--- src/rtl/tabla_seq_ctrl.sv ---
// rtl/tabla_seq_ctrl.sv - truth-table sweep sequencer comparing a gate-level and an operator implementation
module tabla_seq_ctrl #(
  parameter int unsigned STEP_CYCLES = 4
) (
  input  logic       clk,
  input  logic       rst_n,
  input  logic       start,
  input  logic       abort,
  input  logic       y_a,
  input  logic       y_b,
  output logic [2:0] vec,
  output logic       busy,
  output logic       done,
  output logic       pass,
  output logic [3:0] mismatch_cnt,
  output logic       fail_valid,
  output logic [2:0] first_fail,
  output logic [7:0] table_out
);

  typedef enum logic [1:0] {
    IDLE   = 2'd0,
    APPLY  = 2'd1,
    SAMPLE = 2'd2,
    DONE   = 2'd3
  } state_t;

  // APPLY covers STEP_CYCLES-1 cycles and SAMPLE one more, so each vector is driven STEP_CYCLES cycles
  localparam logic [7:0] HOLD_LAST = 8'(STEP_CYCLES - 2);

  state_t     state_q, state_d;
  logic [7:0] cnt_q, cnt_d;
  logic [2:0] vec_q, vec_d;
  logic       busy_q, busy_d;
  logic       done_q, done_d;
  logic       pass_q, pass_d;
  logic [3:0] mm_q, mm_d;
  logic       fv_q, fv_d;
  logic [2:0] ff_q, ff_d;
  logic [7:0] tbl_q, tbl_d;

  logic       differ;
  assign differ = (y_a != y_b);

  // State and output registers; reset forces everything back to the idle values at once
  always_ff @(posedge clk or negedge rst_n) begin
    if (!rst_n) begin
      state_q <= IDLE;
      cnt_q   <= 8'd0;
      vec_q   <= 3'd0;
      busy_q  <= 1'b0;
      done_q  <= 1'b0;
      pass_q  <= 1'b0;
      mm_q    <= 4'd0;
      fv_q    <= 1'b0;
      ff_q    <= 3'd0;
      tbl_q   <= 8'd0;
    end else begin
      state_q <= state_d;
      cnt_q   <= cnt_d;
      vec_q   <= vec_d;
      busy_q  <= busy_d;
      done_q  <= done_d;
      pass_q  <= pass_d;
      mm_q    <= mm_d;
      fv_q    <= fv_d;
      ff_q    <= ff_d;
      tbl_q   <= tbl_d;
    end
  end

  // Next-state logic; registered outputs are computed from the state being entered
  always_comb begin
    state_d = state_q;
    cnt_d   = cnt_q;
    vec_d   = vec_q;
    busy_d  = busy_q;
    done_d  = 1'b0;
    pass_d  = pass_q;
    mm_d    = mm_q;
    fv_d    = fv_q;
    ff_d    = ff_q;
    tbl_d   = tbl_q;

    case (state_q)
      IDLE: begin
        vec_d  = 3'd0;
        cnt_d  = 8'd0;
        busy_d = 1'b0;
        // abort outranks start, so a simultaneous request starts nothing
        if (start && !abort) begin
          state_d = APPLY;
          busy_d  = 1'b1;
          pass_d  = 1'b0;
          mm_d    = 4'd0;
          fv_d    = 1'b0;
          ff_d    = 3'd0;
          tbl_d   = 8'd0;
        end
      end

      APPLY: begin
        if (abort) begin
          state_d = IDLE;
          vec_d   = 3'd0;
          cnt_d   = 8'd0;
          busy_d  = 1'b0;
          pass_d  = 1'b0;
        end else if (cnt_q == HOLD_LAST) begin
          state_d = SAMPLE;
        end else begin
          cnt_d = cnt_q + 8'd1;
        end
      end

      SAMPLE: begin
        if (abort) begin
          // the sample taken in this cycle is dropped; earlier partial results stay visible
          state_d = IDLE;
          vec_d   = 3'd0;
          cnt_d   = 8'd0;
          busy_d  = 1'b0;
          pass_d  = 1'b0;
        end else begin
          tbl_d[vec_q] = y_a;
          if (differ) begin
            mm_d = mm_q + 4'd1;
            if (!fv_q) begin
              ff_d = vec_q;
              fv_d = 1'b1;
            end
          end
          cnt_d = 8'd0;
          if (vec_q == 3'd7) begin
            state_d = DONE;
            vec_d   = 3'd0;
            busy_d  = 1'b0;
            done_d  = 1'b1;
            // include the final vector's comparison in the verdict
            pass_d  = (mm_q == 4'd0) && !differ;
          end else begin
            state_d = APPLY;
            vec_d   = vec_q + 3'd1;
          end
        end
      end

      DONE: begin
        state_d = IDLE;
        busy_d  = 1'b0;
      end

      default: begin
        state_d = IDLE;
      end
    endcase
  end

  assign vec          = vec_q;
  assign busy         = busy_q;
  assign done         = done_q;
  assign pass         = pass_q;
  assign mismatch_cnt = mm_q;
  assign fail_valid   = fv_q;
  assign first_fail   = ff_q;
  assign table_out    = tbl_q;

endmodule

--- config.mk ---
export PLATFORM = sky130hd
export DESIGN_NAME = tabla_seq_ctrl
export DESIGN_NICKNAME = d
export VERILOG_FILES = /design/src/rtl/tabla_seq_ctrl.sv
export SDC_FILE = /design/constraint.sdc
export NUM_CORES = 1
export LEC_CHECK = 0
export ABC_AREA = 0
export CAP_MARGIN = 40
export CORE_ASPECT_RATIO = 1.25
export CORE_MARGIN = 2
export CORE_UTILIZATION = 35
export CTS_CLUSTER_SIZE = 24
export DETAILED_ROUTE_END_ITERATION = 16
export GPL_TIMING_DRIVEN = 0
export PLACE_DENSITY_LB_ADDON = 0.2
export SETUP_SLACK_MARGIN = 0.15
export SLEW_MARGIN = 20
export SYNTH_ARGS = -nofsm -noshare
export SYNTH_HDL_FRONTEND = slang
export SYNTH_SLANG_ARGS = --single-unit
export TNS_END_PERCENT = 5
--- constraint.sdc ---
create_clock -name clk -period 5.7 [get_ports clk]
set_input_delay 0.57 -clock clk [delete_from_list [all_inputs] [get_ports clk]]
set_output_delay 0.57 -clock clk [all_outputs]
set_load 0.02 [all_outputs]
Yosys cells after proc, flatten, opt, wreduce, memory -nomap -nowiden --
Index checks and enable logic that the tools add are counted.
Storage, ports and cells: register bits after elaboration 32, bits in latches 0, memory bits (writable) 0, ROM bits 0, logic and storage cells 91, memories 0
Cells by class: add/subtract/negate cells 3, multipliers 0, divide/modulo/power cells 0, magnitude comparators 2, equality and inequality tests 14, shift operators 0, multiplexer cells 43, bitwise gates (word level) 0, reductions and logical operators 19
Operators with widths (count):
- 8-bit 2-to-1 mux | 4
- 8-bit one-hot mux with 2 select lines | 2
- 3-bit 2-to-1 mux | 7
- 1-bit 2-to-1 mux | 13
- 4-bit 2-to-1 mux | 3
- 2-bit 2-to-1 mux | 5
- 2-bit inequality test, second input constant | 5
- 3-bit inequality test, second input constant | 3
- 3-bit one-hot mux with 3 select lines | 1
- 8-bit by 1-bit adder with 8-bit output, second input constant | 1
- 8-bit bitwise mux | 1
- 8-bit by 2-bit == test with 1-bit output, second input constant | 1
- 2-bit one-hot mux with 4 select lines | 1
- 4-bit one-hot mux with 2 select lines | 1
- 2-bit AND reduction | 4
- 4-bit AND reduction | 2
- 3-bit one-hot mux with 2 select lines | 1
- 5-bit AND reduction | 1
- 4-bit by 1-bit adder with 4-bit output, second input constant | 1
- 2-bit == test, second input constant | 2
- 4-bit zero test | 1
- 3-bit by 4-bit less-than comparator with 1-bit output, second input constant | 1
- 1-bit one-hot mux with 4 select lines | 1
- 2-bit nonzero test | 2
- 14 further kinds | 17

Logic depth before layout (Yosys ltp) --
depth in word-level cells 7, depth in mapped cells 6, depth with buffers taken out 6

Least setup slack after synthesis --
Ideal clock, no wire load.
path kind register to register, start point register cnt_q[0], end point register cnt_q[2], setup time 122 ps, arrival 1713 ps, required time 5578 ps, path slack 3865 ps, stages on the path, launching flop included 7, path buffers 0, cell sequence dfrtp_1 -> inv_1 -> ha_1 -> or4b_2 -> nor2_1 -> o22ai_1 -> a32o_1
On the way: longest elaborated chain between the ends 4, elaborated cells on any way between the ends 7
RTL lines:
- from (decl) | RTL line 32 | logic [7:0] cnt_q, cnt_d;
- from (signal assigned) | RTL line 60 | cnt_q <= cnt_d;
- 8-bit by 1-bit adder with 8-bit output | RTL line 112 | cnt_d = cnt_q + 8'd1;
- 8-bit 2-to-1 mux | RTL line 109 | end else if (cnt_q == HOLD_LAST) begin
- 8-bit 2-to-1 mux | RTL line 103 | if (abort) begin
- 8-bit one-hot mux with 2 select lines | RTL line 85 | case (state_q)
Parallel ways exist; a longest one is shown, timed or not. The select of a mux whose other input is x is not followed. A chain may end at the register's enable or synchronous reset.

Worst setup path after layout --
start point input port y_a, end point register mm_q[3] (netlist: mismatch_cnt[3])
On the way: longest elaborated chain between the ends 3
RTL lines:
- from (decl) | RTL line 9 | input logic y_a,
- 1-bit inequality test | RTL line 43 | assign differ = (y_a != y_b);
- 2-bit inequality test (no line)
- 4-bit AND reduction (no line)
- to (signal assigned) | RTL line 65 | mm_q <= mm_d;
- to (decl) | RTL line 37 | logic [3:0] mm_q, mm_d;
Every way passes these cells.

==> reports/results.ini <==
[clocking]
postCtsSetupBuffers=0
cts_root_buf=clkbuf_8
insertion_delay_ns=0.29
clock-sinks=32
path_clk_slew_ns=0.07
cts-hold-fix-buffers=0
cts_tree=done
cts_resized=0
clockBufferDepth=2
cts_buffers=5
h-tree-depth=2

[finish]
syn_to_final_growth_pct=27.0
final_area_um2=2170
fin_cells=280
fin_nets=231
drive_above_1_share_pct=8.18
diodes=0
final_common_cell=dfrtp_1
layout_common_cells=32 x dfrtp_1, 27 x o21ai_0, 26 x clkdlybuf4s50_1, 19 x nand2_1
nFillCells=476

[floorplan]
initial_core_util_pct=36.1
row_count=28
die_height_um=82.1
die_area_um2=5450
core_area_um2=4730
pin_count=28
floorplan.die.width_um=66.5

[power]
p_switching_mw=0.110
p_sw_share_pct=24.6
power_leakage_nw=0.922
peakVddDrop_uv=112
power_density_nw_per_um2=207
intPower_mw=0.338
clockPowerShare_pct=40.5
p_seq_share_pct=51.9
finalPower_mw=0.449
pwr-share-comb_pct=7.6

[drt]
vias=1517
drt_iter0_markers=149
routed_via_density=5.42
drc=0
first_pass_iters=4
drt_wl_total_um=3940
drt.antenna.violating_nets=0
wire_per_inst_um=14.1

[yosys]
synth-seq-cells=32
yosysSeqAreaShare_pct=46.9
yosysWarnings=0
synth_top_area_cell=dfrtp_1
yosysTopAreaCellShare_pct=46.9
synth.area.top_cells=dfrtp_1 47%, o21ai_0 7.9%, ha_1 4.4%
syn_avg_cell_area_um2=9.28
synthCells=184
synth_cell_types=39
netlist_area_um2=1710
synth_nets=196

[grt]
use_met2_pct=27.5
grt_usage_pct=16.4
antenna_found_initial=0
grtUsageMet3_pct=3.70
overflow=0
grt_pass1_wl_um=6850
grt_pass1_vias=1439
met1_usage_pct=20.9
grt_start_max_net_pins=19
gr-max-usage-layer=met2

[critical_path]
worstSetupEndpointType=register
crit_type=primary input to register
cp_data_required_time_ns=5.92
startpoint_type=primary input
cp_max_fo=8
crit_arrival_ns=2.38

[sta]
setup_slack_ns=3.54
finalHoldViolCount=0
drv_slew=0
tns_ns=0
worst_pin_slew_ns=0.678
finalSetupViolCount=0
fin_crit_sh_pct=37.8
fmax_ghz=0.464
relSlewSlack_pct=54.5
fin_crit_ns=2.16
rsz0062_at_grt=no
skew_ns=0.00699

[placement]
gp_congestion=0.782
post_dp_cell_area_um2=2070
dp.cells=272
port_buffers=27
dpl.hpwl_um=2900
place_ws_ns=3.26

[job]
maxCapViolCount=0

[run_status]
status=finished, final reports clean

[worst_hold_path]
min_path_type=primary input to asynchronous set/reset pin

power by group through the flow:
stage               Sequential [mW]  Clock (mW)  Combinational, mW
floorplan                     0.237           0             0.0161
global placement              0.237           0             0.0326
detailed placement            0.237           0             0.0346
CTS                           0.233       0.188             0.0348
global route                  0.233       0.197             0.0381
finish                        0.233       0.182             0.0340
flip-flops by register name, summed over array words and instances (netlist names):
name / count
fail_valid: 1
pass: 1
first_fail: 3
done: 1
table_out: 8
cnt_q: 8
busy: 1
vec: 3
state_q: 2
mismatch_cnt: 4
metal layers:
| metal | share of wire [%] | vias to the layer above |
|---|---|---|
| li1 | - | 744 |
| met1 | 45 | 727 |
| met2 | 49 | 39 |
| met3 | 4.4 | 7 |
| met4 | 1.3 | 0 |
| met5 | 0 | - |
area by class of cell:
class | instances | area, µm² | share of cell area (%)
Multi-Input combinational cell | 134 | 837 | 38.6
Sequential cell | 32 | 801 | 37.0
Timing Repair Buffer | 28 | 293 | 13.5
Clock buffer | 6 | 82.6 | 3.81
Tap cell | 60 | 75.1 | 3.46
Buffer | 9 | 35.0 | 1.62
Inverter | 9 | 33.8 | 1.56
Clock inverter | 2 | 10.0 | 0.462
kinds of logic (layout without fill, tap and decap cells):
group	Yosys count	after routing	share of synthesized area (%)
multiplexers	2	2	1.25
AO/OA/AOI/OAI	66	66	25.3
AND/OR/NAND/NOR	59	59	17.6
flip-flops	32	32	46.9
XOR/XNOR	1	1	0.513
adder cells (fa/ha/maj)	6	6	4.40
buffers and inverters	18	54	4.03
critical path, stage by stage:
cell and delay, ns:
clkdlybuf4s50_1 0.45, xnor2_1 0.20, a2111o_1 0.55, or4_1 0.50
nand3_1 0.10
synth_stat cells:
| master | number |
|---|---|
| xnor2_1 | 1 |
| nor3b_1 | 1 |
| a32o_1 | 1 |
| or4b_2 | 1 |
| nand3_1 | 8 |
| buf_2 | 1 |
| nand4b_1 | 1 |
| a21oi_1 | 10 |
| nor2_1 | 10 |
| and2_1 | 2 |
| o211ai_2 | 1 |
| o21ai_1 | 1 |
| or2_2 | 1 |
| a31oi_1 | 4 |
| clkbuf_1 | 8 |
| and3_1 | 2 |
| o22ai_1 | 3 |
| a21o_1 | 4 |
| a2111oi_2 | 1 |
| o41ai_1 | 6 |
| o211ai_1 | 1 |
| mux2i_1 | 1 |
| or4_1 | 1 |
| ha_1 | 6 |
| or3b_2 | 1 |
| nand4_1 | 1 |
| or3_1 | 3 |
| inv_1 | 9 |
| nor4b_1 | 1 |
| nand2b_1 | 4 |
| mux2_2 | 1 |
| nor2b_1 | 3 |
| dfrtp_1 | 32 |
| nand2_1 | 19 |
| o31ai_4 | 1 |
| o21ai_0 | 27 |
| a2111o_1 | 1 |
| o31ai_1 | 2 |
| a22oi_1 | 3 |
final timing paths:
| path | slack (ns) | startpoint | cells past startpoint | end |
|---|---|---|---|---|
| worst max-delay path | 3.54 | y_a | 5 | mismatch_cnt[3]$_DFFE_PN0P_ |
| worst min-delay path | 0.19 | rst_n | 1 | first_fail[2]$_DFFE_PN0P_ |
| worst max register to register | 3.69 | cnt_q[0]$_DFFE_PN0P_ | 6 | cnt_q[6]$_DFFE_PN0P_ |
| worst min register to register | 0.51 | table_out[5]$_DFFE_PN0P_ | 2 | table_out[5]$_DFFE_PN0P_ |
| max in group asynchronous | 5.08 | rst_n | 2 | table_out[2]$_DFFE_PN0P_ |
| min in group clk | 0.51 | table_out[5]$_DFFE_PN0P_ | 2 | table_out[5]$_DFFE_PN0P_ |
metrics by stage:
stage               hold slack [ns]  utilization [%]
floorplan                     0.274                -
global placement              0.490             43.4
detailed placement            0.498             43.9
CTS                           0.200             45.8
global route                  0.212             45.8
finish                        0.193             45.8
No activity file was read; power rests on OpenSTA's default activity.
